### src/rtl/mem_lsu_ctrl.sv
// ---------------------------------------------------------------------------
// mem_lsu_ctrl
// ---------------------------------------------------------------------------
// Memory-stage load/store controller. Takes the operation held in the
// EXU->MEM pipeline register, issues exactly one request per memory op to the
// data memory port, waits for the response and returns the lane-aligned,
// sign/zero-extended load result. While an access is outstanding mem_stall
// holds the pipeline register (and everything upstream) in place.
//
// Optional feature macro: MEM_MISALIGN_CHECK_EN
//   defined   : half/word/dword accesses that are not naturally aligned issue
//               no request; the FSM goes straight to DONE and pulses the extra
//               output misalign_fault for one cycle (load_done stays 0).
//   undefined : no alignment check, no misalign_fault port; byte masks that
//               would cross the 8-byte line are simply truncated.
//
// Parameters
//   ADDR_WIDTH  byte address width (default 64)
//   DATA_WIDTH  memory port data width, fixed at 64 (8 byte lanes)
//
// Ports
//   clock, reset          rising-edge clock, asynchronous active-high reset
//   valid                 MEM-stage instruction is valid
//   is_load / is_store    operation type (both set is treated as a store)
//   is_unsigned           zero-extend the load result
//   ls_size               one-hot size [0]=B [1]=H [2]=W [3]=D, else dword
//   ls_address            effective byte address
//   store_data            right-aligned store value
//   flush                 kill the current access (pipeline redirect)
//   req_valid/req_ready   memory request handshake
//   req_write             1 = store, 0 = load
//   req_addr              8-byte aligned request address
//   req_wdata             store data moved onto its byte lanes
//   req_wmask             byte-enable mask for the accessed lanes
//   resp_valid/resp_rdata memory response (read data or write ack)
//   mem_stall             hold the EXU->MEM register and upstream
//   opload_read_data_wb   extended load result
//   load_done             one-cycle pulse, opload_read_data_wb is new
//   misalign_fault        (MEM_MISALIGN_CHECK_EN only) one-cycle fault pulse
// ---------------------------------------------------------------------------
module mem_lsu_ctrl #(
  parameter int ADDR_WIDTH = 64,
  parameter int DATA_WIDTH = 64
) (
  input  logic                  clock,
  input  logic                  reset,
  input  logic                  valid,
  input  logic                  is_load,
  input  logic                  is_store,
  input  logic                  is_unsigned,
  input  logic [3:0]            ls_size,
  input  logic [ADDR_WIDTH-1:0] ls_address,
  input  logic [DATA_WIDTH-1:0] store_data,
  input  logic                  flush,
  output logic                  req_valid,
  input  logic                  req_ready,
  output logic                  req_write,
  output logic [ADDR_WIDTH-1:0] req_addr,
  output logic [DATA_WIDTH-1:0] req_wdata,
  output logic [7:0]            req_wmask,
  input  logic                  resp_valid,
  input  logic [DATA_WIDTH-1:0] resp_rdata,
  output logic                  mem_stall,
  output logic [DATA_WIDTH-1:0] opload_read_data_wb,
  output logic                  load_done
`ifdef MEM_MISALIGN_CHECK_EN
  ,
  output logic                  misalign_fault
`endif
);

  typedef enum logic [1:0] {
    S_IDLE = 2'd0,
    S_REQ  = 2'd1,
    S_WAIT = 2'd2,
    S_DONE = 2'd3
  } state_e;

  typedef enum logic [1:0] {
    SZ_B = 2'd0,
    SZ_H = 2'd1,
    SZ_W = 2'd2,
    SZ_D = 2'd3
  } size_e;

  // FSM state and the per-operation context captured at accept time
  state_e                  state_q, state_d;
  logic                    kill_q, kill_d;
  logic                    op_load_q, op_load_d;
  logic                    op_unsigned_q, op_unsigned_d;
  size_e                   op_size_q, op_size_d;
  logic [2:0]              op_offset_q, op_offset_d;

  // Registered request and result outputs
  logic                    req_valid_q, req_valid_d;
  logic                    req_write_q, req_write_d;
  logic [ADDR_WIDTH-1:0]   req_addr_q, req_addr_d;
  logic [DATA_WIDTH-1:0]   req_wdata_q, req_wdata_d;
  logic [7:0]              req_wmask_q, req_wmask_d;
  logic [DATA_WIDTH-1:0]   load_data_q, load_data_d;
  logic                    load_done_q, load_done_d;
`ifdef MEM_MISALIGN_CHECK_EN
  logic                    misalign_fault_q, misalign_fault_d;
  logic                    in_misaligned;
`endif

  // Decoded view of the operation currently presented by the pipeline
  logic                    accept;
  size_e                   in_size;
  logic [2:0]              in_offset;
  logic [7:0]              in_base_mask;
  logic [7:0]              in_wmask;
  logic [DATA_WIDTH-1:0]   in_wdata;

  // Response lane extraction
  logic [DATA_WIDTH-1:0]   rdata_shifted;
  logic                    ext_bit;
  logic [DATA_WIDTH-1:0]   load_ext;

  assign accept    = valid & (is_load | is_store) & ~flush;
  assign in_offset = ls_address[2:0];

  // Anything that is not exactly one-hot falls back to a dword access
  always_comb begin
    in_size = SZ_D;
    case (ls_size)
      4'b0001: in_size = SZ_B;
      4'b0010: in_size = SZ_H;
      4'b0100: in_size = SZ_W;
      default: in_size = SZ_D;
    endcase
  end

  always_comb begin
    in_base_mask = 8'hFF;
    case (in_size)
      SZ_B:    in_base_mask = 8'h01;
      SZ_H:    in_base_mask = 8'h03;
      SZ_W:    in_base_mask = 8'h0F;
      default: in_base_mask = 8'hFF;
    endcase
  end

  // Shifting in an 8-bit / 64-bit context drops lanes past the line end
  assign in_wmask = in_base_mask << in_offset;
  assign in_wdata = store_data << {in_offset, 3'b000};

`ifdef MEM_MISALIGN_CHECK_EN
  always_comb begin
    in_misaligned = 1'b0;
    case (in_size)
      SZ_H:    in_misaligned = in_offset[0];
      SZ_W:    in_misaligned = |in_offset[1:0];
      SZ_D:    in_misaligned = |in_offset;
      default: in_misaligned = 1'b0;
    endcase
  end
`endif

  // Bring the addressed byte down to lane 0, then truncate and extend
  assign rdata_shifted = resp_rdata >> {op_offset_q, 3'b000};

  always_comb begin
    ext_bit  = 1'b0;
    load_ext = rdata_shifted;
    case (op_size_q)
      SZ_B: begin
        ext_bit  = ~op_unsigned_q & rdata_shifted[7];
        load_ext = {{(DATA_WIDTH-8){ext_bit}}, rdata_shifted[7:0]};
      end
      SZ_H: begin
        ext_bit  = ~op_unsigned_q & rdata_shifted[15];
        load_ext = {{(DATA_WIDTH-16){ext_bit}}, rdata_shifted[15:0]};
      end
      SZ_W: begin
        ext_bit  = ~op_unsigned_q & rdata_shifted[31];
        load_ext = {{(DATA_WIDTH-32){ext_bit}}, rdata_shifted[31:0]};
      end
      default: begin
        ext_bit  = 1'b0;
        load_ext = rdata_shifted;
      end
    endcase
  end

  // The stall must rise in the accept cycle itself so the pipeline register
  // does not advance past the op; it drops in DONE so the op retires there.
  always_comb begin
    mem_stall = 1'b0;
    case (state_q)
      S_IDLE:  mem_stall = accept;
      S_REQ:   mem_stall = 1'b1;
      S_WAIT:  mem_stall = 1'b1;
      default: mem_stall = 1'b0;
    endcase
  end

  // Next-state logic. A flush that lands in the same cycle as the request
  // handshake cannot recall the request, so it turns into a drain in WAIT.
  // kill_q marks a WAIT whose response must be swallowed silently.
  always_comb begin
    state_d       = state_q;
    kill_d        = kill_q;
    op_load_d     = op_load_q;
    op_unsigned_d = op_unsigned_q;
    op_size_d     = op_size_q;
    op_offset_d   = op_offset_q;
    req_valid_d   = req_valid_q;
    req_write_d   = req_write_q;
    req_addr_d    = req_addr_q;
    req_wdata_d   = req_wdata_q;
    req_wmask_d   = req_wmask_q;
    load_data_d   = load_data_q;
    load_done_d   = 1'b0;
`ifdef MEM_MISALIGN_CHECK_EN
    misalign_fault_d = 1'b0;
`endif

    case (state_q)
      S_IDLE: begin
        if (accept) begin
          op_load_d     = is_load & ~is_store;
          op_unsigned_d = is_unsigned;
          op_size_d     = in_size;
          op_offset_d   = in_offset;
          kill_d        = 1'b0;
`ifdef MEM_MISALIGN_CHECK_EN
          if (in_misaligned) begin
            state_d          = S_DONE;
            misalign_fault_d = 1'b1;
          end else
`endif
          begin
            state_d     = S_REQ;
            req_valid_d = 1'b1;
            req_write_d = is_store;
            req_addr_d  = {ls_address[ADDR_WIDTH-1:3], 3'b000};
            req_wdata_d = in_wdata;
            req_wmask_d = in_wmask;
          end
        end
      end

      S_REQ: begin
        if (req_ready) begin
          req_valid_d = 1'b0;
          state_d     = S_WAIT;
          kill_d      = flush;
        end else if (flush) begin
          req_valid_d = 1'b0;
          state_d     = S_IDLE;
        end
      end

      S_WAIT: begin
        if (resp_valid) begin
          kill_d = 1'b0;
          if (kill_q | flush) begin
            state_d = S_IDLE;
          end else begin
            state_d = S_DONE;
            if (op_load_q) begin
              load_data_d = load_ext;
              load_done_d = 1'b1;
            end
          end
        end else if (flush) begin
          kill_d = 1'b1;
        end
      end

      S_DONE: begin
        state_d = S_IDLE;
      end

      default: begin
        state_d = S_IDLE;
      end
    endcase
  end

  // Single state register; reset clears everything, including any knowledge
  // of a response still in flight.
  always_ff @(posedge clock or posedge reset) begin
    if (reset) begin
      state_q       <= S_IDLE;
      kill_q        <= 1'b0;
      op_load_q     <= 1'b0;
      op_unsigned_q <= 1'b0;
      op_size_q     <= SZ_B;
      op_offset_q   <= 3'd0;
      req_valid_q   <= 1'b0;
      req_write_q   <= 1'b0;
      req_addr_q    <= '0;
      req_wdata_q   <= '0;
      req_wmask_q   <= 8'h00;
      load_data_q   <= '0;
      load_done_q   <= 1'b0;
`ifdef MEM_MISALIGN_CHECK_EN
      misalign_fault_q <= 1'b0;
`endif
    end else begin
      state_q       <= state_d;
      kill_q        <= kill_d;
      op_load_q     <= op_load_d;
      op_unsigned_q <= op_unsigned_d;
      op_size_q     <= op_size_d;
      op_offset_q   <= op_offset_d;
      req_valid_q   <= req_valid_d;
      req_write_q   <= req_write_d;
      req_addr_q    <= req_addr_d;
      req_wdata_q   <= req_wdata_d;
      req_wmask_q   <= req_wmask_d;
      load_data_q   <= load_data_d;
      load_done_q   <= load_done_d;
`ifdef MEM_MISALIGN_CHECK_EN
      misalign_fault_q <= misalign_fault_d;
`endif
    end
  end

  assign req_valid           = req_valid_q;
  assign req_write           = req_write_q;
  assign req_addr            = req_addr_q;
  assign req_wdata           = req_wdata_q;
  assign req_wmask           = req_wmask_q;
  assign opload_read_data_wb = load_data_q;
  assign load_done           = load_done_q;
`ifdef MEM_MISALIGN_CHECK_EN
  assign misalign_fault      = misalign_fault_q;
`endif

endmodule
### config.mk
export PLATFORM = sky130hd
export DESIGN_NAME = mem_lsu_ctrl
export DESIGN_NICKNAME = d
export VERILOG_FILES = /design/src/rtl/mem_lsu_ctrl.sv
export SDC_FILE = /design/constraint.sdc
export NUM_CORES = 1
export LEC_CHECK = 0
export ABC_AREA = 1
export BUFFER_PORTS_ARGS = -buffer_cell sky130_fd_sc_hd__buf_2
export CAP_MARGIN = 30
export CORE_UTILIZATION = 46
export DETAILED_ROUTE_END_ITERATION = 8
export PLACE_DENSITY = 0.73
export SLEW_MARGIN = 40
export SYNTH_ARGS = -nofsm -noshare
export SYNTH_HDL_FRONTEND = slang
export SYNTH_SLANG_ARGS = --single-unit
### constraint.sdc
create_clock -name clock -period 6 [get_ports clock]
set_input_delay 0.3 -clock clock [delete_from_list [all_inputs] [get_ports clock]]
set_output_delay 0.3 -clock clock [all_outputs]
set_load 0.02 [all_outputs]
* After elaboration in Yosys (flattened, before gate mapping)
Cells that the tools add are included.
** Storage, ports and cells
- Register bits :: 210
- Input port bits :: 205
- Word-level logic and storage cells :: 77
- Output and inout port bits :: 204
** Operators by class
- Eq/ne operators :: 15
- Shift operators :: 3
- Bitwise gates (word level) :: 12
- Muxes and demuxes :: 23
- Reduce and logical (&&, ||, !) cells :: 11
** Operators by type and width (number)
- case mux 64 bit (3 select lines) :: 1
- << shifter 64 x 6 -> 64 bit :: 1
- >> shifter 64 x 6 -> 64 bit :: 1
- case mux 8 bit (3 select lines) :: 1
- 2-to-1 mux 1 bit :: 11
- 2-to-1 mux 2 bit :: 5
- == test 2 bit (second input constant) :: 4
- case mux 2 bit (4 select lines) :: 1
- AND reduction 4 bit :: 2
- << shifter 8 x 3 -> 8 bit :: 1
- AND 1 bit :: 6
- == test 2 x 1 -> 1 bit (second input constant) :: 3
- zero test 2 bit :: 3
- != test 2 bit (second input constant) :: 3
- != test 3 bit (second input constant) :: 2
- case mux 2 bit (3 select lines) :: 1
- AND reduction 3 bit :: 2
- == test 4 x 1 -> 1 bit (second input constant) :: 1
- == test 4 x 2 -> 1 bit (second input constant) :: 1
- == test 4 x 3 -> 1 bit (second input constant) :: 1
- NOT 1 bit :: 4
- case mux 1 bit (2 select lines) :: 2
- case mux 1 bit (3 select lines) :: 1
- nonzero test 3 bit :: 1
- 4 further kinds :: 5

* Longest topological paths before layout
Gate-level depths: netlist of run 1.
- Word-level depth :: 5
- Gate-level depth with buffers :: 11
- Mapped depth without buffers :: 9

* Worst setup path after synthesis of run 1
OpenSTA, ideal clock, no wires.
- Kind :: reg2out
- Start :: register state_q[0]
- End :: output port mem_stall
- Required time :: 5.700 ns
- Arrival :: 1.587 ns
- Path slack :: 4.113 ns
- Buffers on the path :: 3
- Cell stages (with the launch flop) :: 8
- Cell sequence :: dfrtp_1 > inv_1 > ha_1 > nand2_1 > buf_2 > buf_2 > buf_2 > a21oi_1
** Between the ends
- Word-level cells in the longest chain between the ends :: 3
- Elaborated cells on any way between the ends :: 5
- Those cells by class :: eq/ne (2); mux (1); reduce/logical (2)
** Ends and longest elaborated chain
- from (decl) :: line 87 : state_e state_q, state_d;
- from (signal assigned) :: line 303 : state_q <= state_d;
- == test 2 bit / == test 2 x 1 -> 1 bit (equally long branches) :: line 190 : case (state_q)
- OR reduction 2 bit (no source line)
- case mux 1 bit (2 select lines) * :: line 190
- to (decl) :: line 63 : output logic mem_stall,
Every way passes the cells marked *; elsewhere a longest branch is shown, timed or not.

* Worst setup path after layout of run 1
- Start :: register state_q[0]
- End :: register req_wdata_q[43] (netlist: req_wdata[43])
** Between the ends
- Word-level cells in the longest chain between the ends :: 2
** Ends and longest elaborated chain
- zero test 2 bit :: line 219 : case (state_q)
- AND reduction 2 bit (no source line)
- to (signal assigned) :: line 312 : req_wdata_q <= req_wdata_d;
- to (decl) :: line 98 : logic [DATA_WIDTH-1:0] req_wdata_q, req_wdata_d;
No other way between the ends.
A chain may end at the register's enable or synchronous reset.

==> results of run 1 <==
## logic make-up (layout without fill, tap and decap cells)
| kind of cell | count (synthesis) | after routing | share of synthesized area |
|---|---|---|---|
| other | 1 | 12 | 0.000321 |
| muxes | 8 | 8 | 0.00686 |
| DFF | 210 | 210 | 0.450 |
| adders and majority gates | 4 | 4 | 0.00429 |
| and+or+nand+nor | 914 | 914 | 0.321 |
| AOI/OAI and AO/OA | 270 | 270 | 0.136 |
| buffers and inverters | 220 | 639 | 0.0810 |
## stage by stage
| stage | std cells | worst slack (ns) | instance area, sq um | total power [uW] | hold WS, ns |
|---|---|---|---|---|---|
| 3_5_place_dp | 2263 | 2.93 | 13800 | 6040 | 0.346 |
| 6_report | 2381 | 2.90 | 15300 | 7700 | 0.0745 |
| 4_1_cts | 2372 | 2.66 | 15200 | 7660 | 0.0537 |
| 5_1_grt | 2381 | 2.60 | 15300 | 8160 | 0.0930 |
| 2_1_floorplan | 1629 | 2.97 | 11700 | 4820 | 0.410 |
| 3_3_place_gp | 2261 | 3.00 | 13700 | 5990 | 0.459 |
## layout make-up
type                    instances  area [sq um]
well taps                     324           405
fillers                      2262          9350
repair buffers                482          2810
inverters                     111           423
diodes                          9          22.5
clock inverters                16           170
multi-input cells            1199          5490
flip-flops and latches        210          5260
clock buffers                  30           674
## routing by layer
metal / track usage / vias up / share of wire
li1: - / 6011 / -
met1: 0.410 / 5786 / 0.39
met2: 0.520 / 681 / 0.46
met3: 0.0591 / 135 / 0.086
met4: 0.174 / 2 / 0.057
met5: 0 / - / 0.00036
## critical path, delay by kind of cell, from the launching register on
family	cells	cell delay, ns
buf+inv	4	1.28
simple gates	4	1.03
flops	1	0.41
fa+ha+maj	1	0.27
## cell usage in the layout (no fill, tap or decap), drive strengths merged, types with 4 or more instances in the layout
master / count
nand2: 619
nor2: 126
ha: 4
o21ai: 151
buf: 419
dlygate4sd3: 63
o22ai: 5
a21oi: 35
clkinv: 9
clkbuf: 30
a22oi: 14
nand3: 113
o21bai: 5
clkinvlp: 4
inv: 111
o22a: 4
o211ai: 25
dfrtp: 210
or2: 50
diode: 9
mux2i: 8
a22o: 21
o21a: 6
## power groups by stage
stage                     Sequential (uW)  Combinational (uW)  Clock [uW]
after global placement               2370                3620           0
after CTS                            2370                3710        1590
after detailed placement             2360                3670           0
final                                2390                3750        1560
after global routing                 2450                4070        1640
after floorplan                      3040                1780           0
## state kept, by name (all words and copies together), names as in the netlist
name                 flops
req_wdata               64
req_valid                1
state_q                  2
op_size_q                2
req_addr                61
load_done                1
kill_q                   1
req_write                1
op_unsigned_q            1
opload_read_data_wb     64
op_load_q                1
req_wmask                8
op_offset_q              3
## timing repair
item | 4_1_cts | 5_1_grt
endpoints found under the hold margin | 77 | 0
hold buffers | 63 | 0
setup endpoints to repair | 0 | 0
gates resized for setup | 0 | 0
## worst paths after layout
| check | from | to | slack (ns) |
|---|---|---|---|
| worst max-delay path | state_q[0]$_DFFE_PP0P_ | req_wdata[43]$_DFFE_PP0P_ | 2.90 |
| max in group asynchronous | reset | req_addr[39]$_DFFE_PP0P_ | 4.43 |
| worst max register to register | state_q[0]$_DFFE_PP0P_ | req_wdata[43]$_DFFE_PP0P_ | 2.90 |
| worst min-delay path | is_store | op_load_q$_DFFE_PP0P_ | 0.07 |
| min in group asynchronous | reset | opload_read_data_wb[32]$_DFFE_PP0P_ | 0.34 |
| worst min register to register | req_addr[32]$_DFFE_PP0P_ | req_addr[32]$_DFFE_PP0P_ | 0.47 |
==> impl_metrics.tcl, run 1 <==
set metrics [dict create \
    gp_congestion 0.947 \
    criticalPathCategory "reg -> reg" \
    crit_chain "inv_1, ha_1, nand2_4, inv_2, buf_4, nand2_1, inv_2, nand2_1, nand3_1" \
    synth_top_cell_area_share 0.450 \
    port_buffers 405 \
    leakage_uw 0.00841 \
    cts_htree_levels 1 \
    yosys_register_bits 210 \
    first_iter_violations 1034 \
    drc 0 \
    p_clk_frac 0.203 \
    ant_nets 0 \
    drive_gt1_frac 0.257 \
    fin_crit_sh 0.516 \
    die_area_sq_um 26000 \
    crit_required_ns 6.45 \
    syn_inst 1627 \
    fp.dieH_um 161 \
    drt-vias-per-instance 5.30 \
    seqPwrFrac 0.310 \
    cellInternalPower_uw 4150 \
    grt_max_degree 100 \
    seq_area_frac_synth 0.450 \
    synth_most_common_cell "nand2_1" \
    final_hold_viol_count 0 \
    crit_fanout 70 \
    final_max_slew_viol_count 0 \
    first_global_vias 12200 \
    slew_headroom 0.456 \
    combPwrFrac 0.487 \
    drt_wl_total_um 42200 \
    root_buffer "clkbuf_16" \
    nNetsFinal 2238 \
    track_usage 0.322 \
    grt_pass1_wl_um 65700 \
    wl_per_cell_um 17.7 \
    rsz0062_at_grt "false" \
    status "finished clean" \
    setup_viol 0 \
    synth_area_sq_um 11700 \
    synth_common_cells "nand2_1 (615), dfrtp_1 (210), o21ai_0 (149)" \
    core_sq_um 24600 \
    async_flop_share 1.00 \
    endpoint_kind "flip-flop" \
    ys.flop_type "dfrtp_1" \
    clk_path_buf_depth 3 \
    worst_ep_arrival_time_ns 3.55 \
    pin_count 409 \
    cts_buffers 25 \
    p_sw_frac 0.461 \
    yosysWarnings 0 \
    fmax_mhz 323 \
    dp_hpwl_um 29100 \
    whs_path_depth 4 \
    synth_edf_count 0 \
    r2r_cells 9 \
    postCtsSetupBuffers 0 \
    clock_skew_ns 0.0228 \
    irDropWorstVdd_mv 0.356 \
    powerDensity_nw_per_um2 505 \
    start_kind "flip-flop" \
    first_pass_iters 6 \
    antenna_found_initial 10 \
    vias 12600 \
    yosys-top-cells-area "dfrtp_1 (45%), nand2_1 (20%), o21ai_0 (6.4%), nand3_1 (4.7%), nor2_1 (4.1%)" \
    start_util 0.474 \
    power.switching_uw 3550 \
    synth_cell_type_count 36 \
    worstMarginPinSlew_ns 0.810 \
    path_clk_slew_ns 0.06 \
    tns_ns 0 \
    dieWidth_um 161 \
    tritoncts "yes" \
    syn_to_final_growth_pct 30.7 \
    syn_area_per_cell_sq_um 7.17 \
    crit_slowest_cell "buf_4" \
    final_util 0.620 \
    hold_class "in -> reg" \
    fin_crit_ns 3.10 \
    cap_viol_max_count 0 \
    num_rows 57 \
    grt_overflow_total 0 \
    synth_area_leader_cell "dfrtp_1" \
    clk_latency_ns 0.53 \
    clock-sinks 210 \
    crit_path_max_incr_delay_ns 0.59 \
]
Power figures use the tool's default switching activity.
==> run 2: changes to the inputs <==
ABC_AREA = 0   (was 1)
CORE_UTILIZATION = 45   (was 46)
clock period = 2.8 ns   (was 6 ns; I/O delays follow)
==> impl_metrics.tcl, run 2 <==
set metrics [dict create \
    antenna_found_initial 9 \
    status "finished clean" \
    r2r-start "op_offset_q[0]$_DFFE_PP0P_" \
    worstMarginPinSlew_ns 0.737 \
    pin_count 409 \
    grt_pass1_wl_um 64300 \
    drc 0 \
    synth_area_leader_cell "dfrtp_1" \
    final_max_slew_viol_count 0 \
    track_usage 0.324 \
    tritoncts "yes" \
    clock-sinks 210 \
    nNetsFinal 1886 \
    irDropWorstVdd_mv 0.773 \
    wl_per_cell_um 20.6 \
    start_util 0.458 \
    tns_ns 0 \
    gp_congestion 0.975 \
    first_pass_iters 5 \
    num_rows 57 \
    ys.flop_type "dfrtp_1" \
    async_flop_share 1.00 \
    synth_edf_count 0 \
    fmax_mhz 412 \
    cts_htree_levels 1 \
    port_buffers 405 \
    first_iter_violations 1182 \
    leakage_uw 0.00770 \
    criticalPathCategory "reg -> reg" \
    grt_overflow_total 0 \
    clk_path_buf_depth 3 \
    syn_to_final_growth_pct 35.5 \
    drt-vias-per-instance 5.63 \
    path_clk_slew_ns 0.07 \
    yosysWarnings 0 \
    slew_headroom 0.507 \
    syn_inst 1232 \
    syn_area_per_cell_sq_um 9.05 \
    yosys-top-cells-area "dfrtp_1 (47%), nand2_1 (11%), mux2i_1 (8.3%), a21oi_1 (4.3%), o21ai_0 (4.0%)" \
    final_hold_viol_count 0 \
    hold_class "in -> reg" \
    rsz0062_at_grt "false" \
    die_area_sq_um 25400 \
    powerDensity_nw_per_um2 1050 \
    drt_wl_total_um 41700 \
    postCtsSetupBuffers 0 \
    endpoint_kind "flip-flop" \
    holdCritStartpoint "store_data[10]" \
    dieWidth_um 159 \
    crit_start "op_offset_q[0]$_DFFE_PP0P_" \
    cts_resized 0 \
    synth_area_sq_um 11100 \
    grt_max_degree 163 \
    clock_skew_ns 0.0203 \
    core_sq_um 24300 \
    crit_fanout 22 \
    total_power_uw 15900 \
    worst_ep_arrival_time_ns 2.81 \
    start_kind "flip-flop" \
    first_global_vias 11500 \
    seq_area_frac_synth 0.471 \
    dp_hpwl_um 29400 \
    root_buffer "clkbuf_16" \
    synth_cell_type_count 52 \
    most-common-layout-cells "buf_2 (404), nand2_1 (321), dfrtp_1 (208)" \
    synth_most_common_cell "nand2_1" \
    cts_buffers 24 \
    fin_crit_sh 0.867 \
    clk_latency_ns 0.52 \
    fp.dieH_um 159 \
    cap_viol_max_count 0 \
    drive_gt1_frac 0.312 \
    setup_viol 0 \
    final_common_cell "buf_2" \
    synth_top_cell_area_share 0.471 \
    crit_required_ns 3.18 \
    ant_nets 0 \
    vias 11400 \
    yosys_register_bits 210 \
    synth_common_cells "nand2_1 (321), dfrtp_1 (210), a21oi_1 (96)" \
    fin_crit_ns 2.43 \
]
==> run 2: cell types whose count changed after synthesis, sizes merged, moves of 36 or more <==
cell / change
nand2: -298
nand3: -111
inv: -98
mux2i: +85
a21oi: +62
o21ai: -61
or2: -49
nor2: -47
buf: -36
==> run 2: routing by layer <==
layer | track usage | vias to the layer above | share of wire
li1 | - | 5191 | -
met1 | 0.397 | 5422 | 0.38
met2 | 0.531 | 644 | 0.47
met3 | 0.0737 | 149 | 0.088
met4 | 0.177 | 2 | 0.057
met5 | 0 | - | 0.00019
==> run 2: kinds of logic (layout without fill, tap and decap cells) <==
kind of cell,after synthesis,count (layout),synth area share
multiplexers,129,129,0.135
AND/OR/NAND/NOR,456,456,0.168
XOR/XNOR,1,1,0.000786
adder cells (fa/ha/maj),4,4,0.00449
buffers and inverters,113,574,0.0426
flip-flops,210,210,0.471
AO/OA/AOI/OAI,318,318,0.178
other,1,11,0.000336
==> run 2: power breakdown <==
group | switching [uW] | internal, uW | total (uW)
clock network | 1320 | 1810 | 3140
registers | 904 | 4340 | 5240
logic | 4830 | 2660 | 7490
==> run 2: stage by stage <==
stage               hold slack [ns]  worst slack, ns   util  cell area (sq um)  cells
finish                       0.0144            0.371  0.621              15100   2027
global route                 0.0510            0.168  0.621              15100   2025
CTS                         0.00683            0.281  0.620              15100   2019
detailed placement            0.290            0.407  0.555              13500   1895
global placement              0.282            0.501  0.555              13500   1895
floorplan                     0.245          -0.0682      -              11200   1234
==> run 2: worst max-delay path: stages, from the launching register on <==
cell and delay, ns:
dfrtp_2 0.61, mux2_2 0.41, o22ai_1 0.38, o31ai_4 0.23, a211oi_2 0.23, buf_4 0.31, a21oi_1 0.11
==> run 2: layout make-up <==
cell class / instances / area, sq um
Sequential cell: 210 / 5260
Inverter: 12 / 48.8
Antenna cell: 8 / 20.0
Clock buffer: 30 / 633
Fill cell: 2056 / 9220
Clock inverter: 14 / 151
Tap cell: 324 / 405
Timing Repair Buffer: 518 / 3130
Multi-Input combinational cell: 911 / 5460
==> run 2: path summary, 6_finish.rpt <==
path	endpoint	slack (ns)	cells after the start
max	opload_read_data_wb[35]$_DFFE_PP0P_	0.37	6
min	req_wdata[10]$_DFFE_PP0P_	0.01	3
max reg2reg	opload_read_data_wb[35]$_DFFE_PP0P_	0.37	6
min reg2reg	req_addr[20]$_DFFE_PP0P_	0.47	2
max in group asynchronous	req_addr[24]$_DFFE_PP0P_	1.64	4
min in group asynchronous	req_wdata[38]$_DFFE_PP0P_	0.28	3
==> run 2: repair_timing <==
action | 4_1_cts | 5_1_grt
hold endpoints to repair | 105 | 0
hold buffers | 80 | 0
endpoints found under the setup margin | 0 | 0
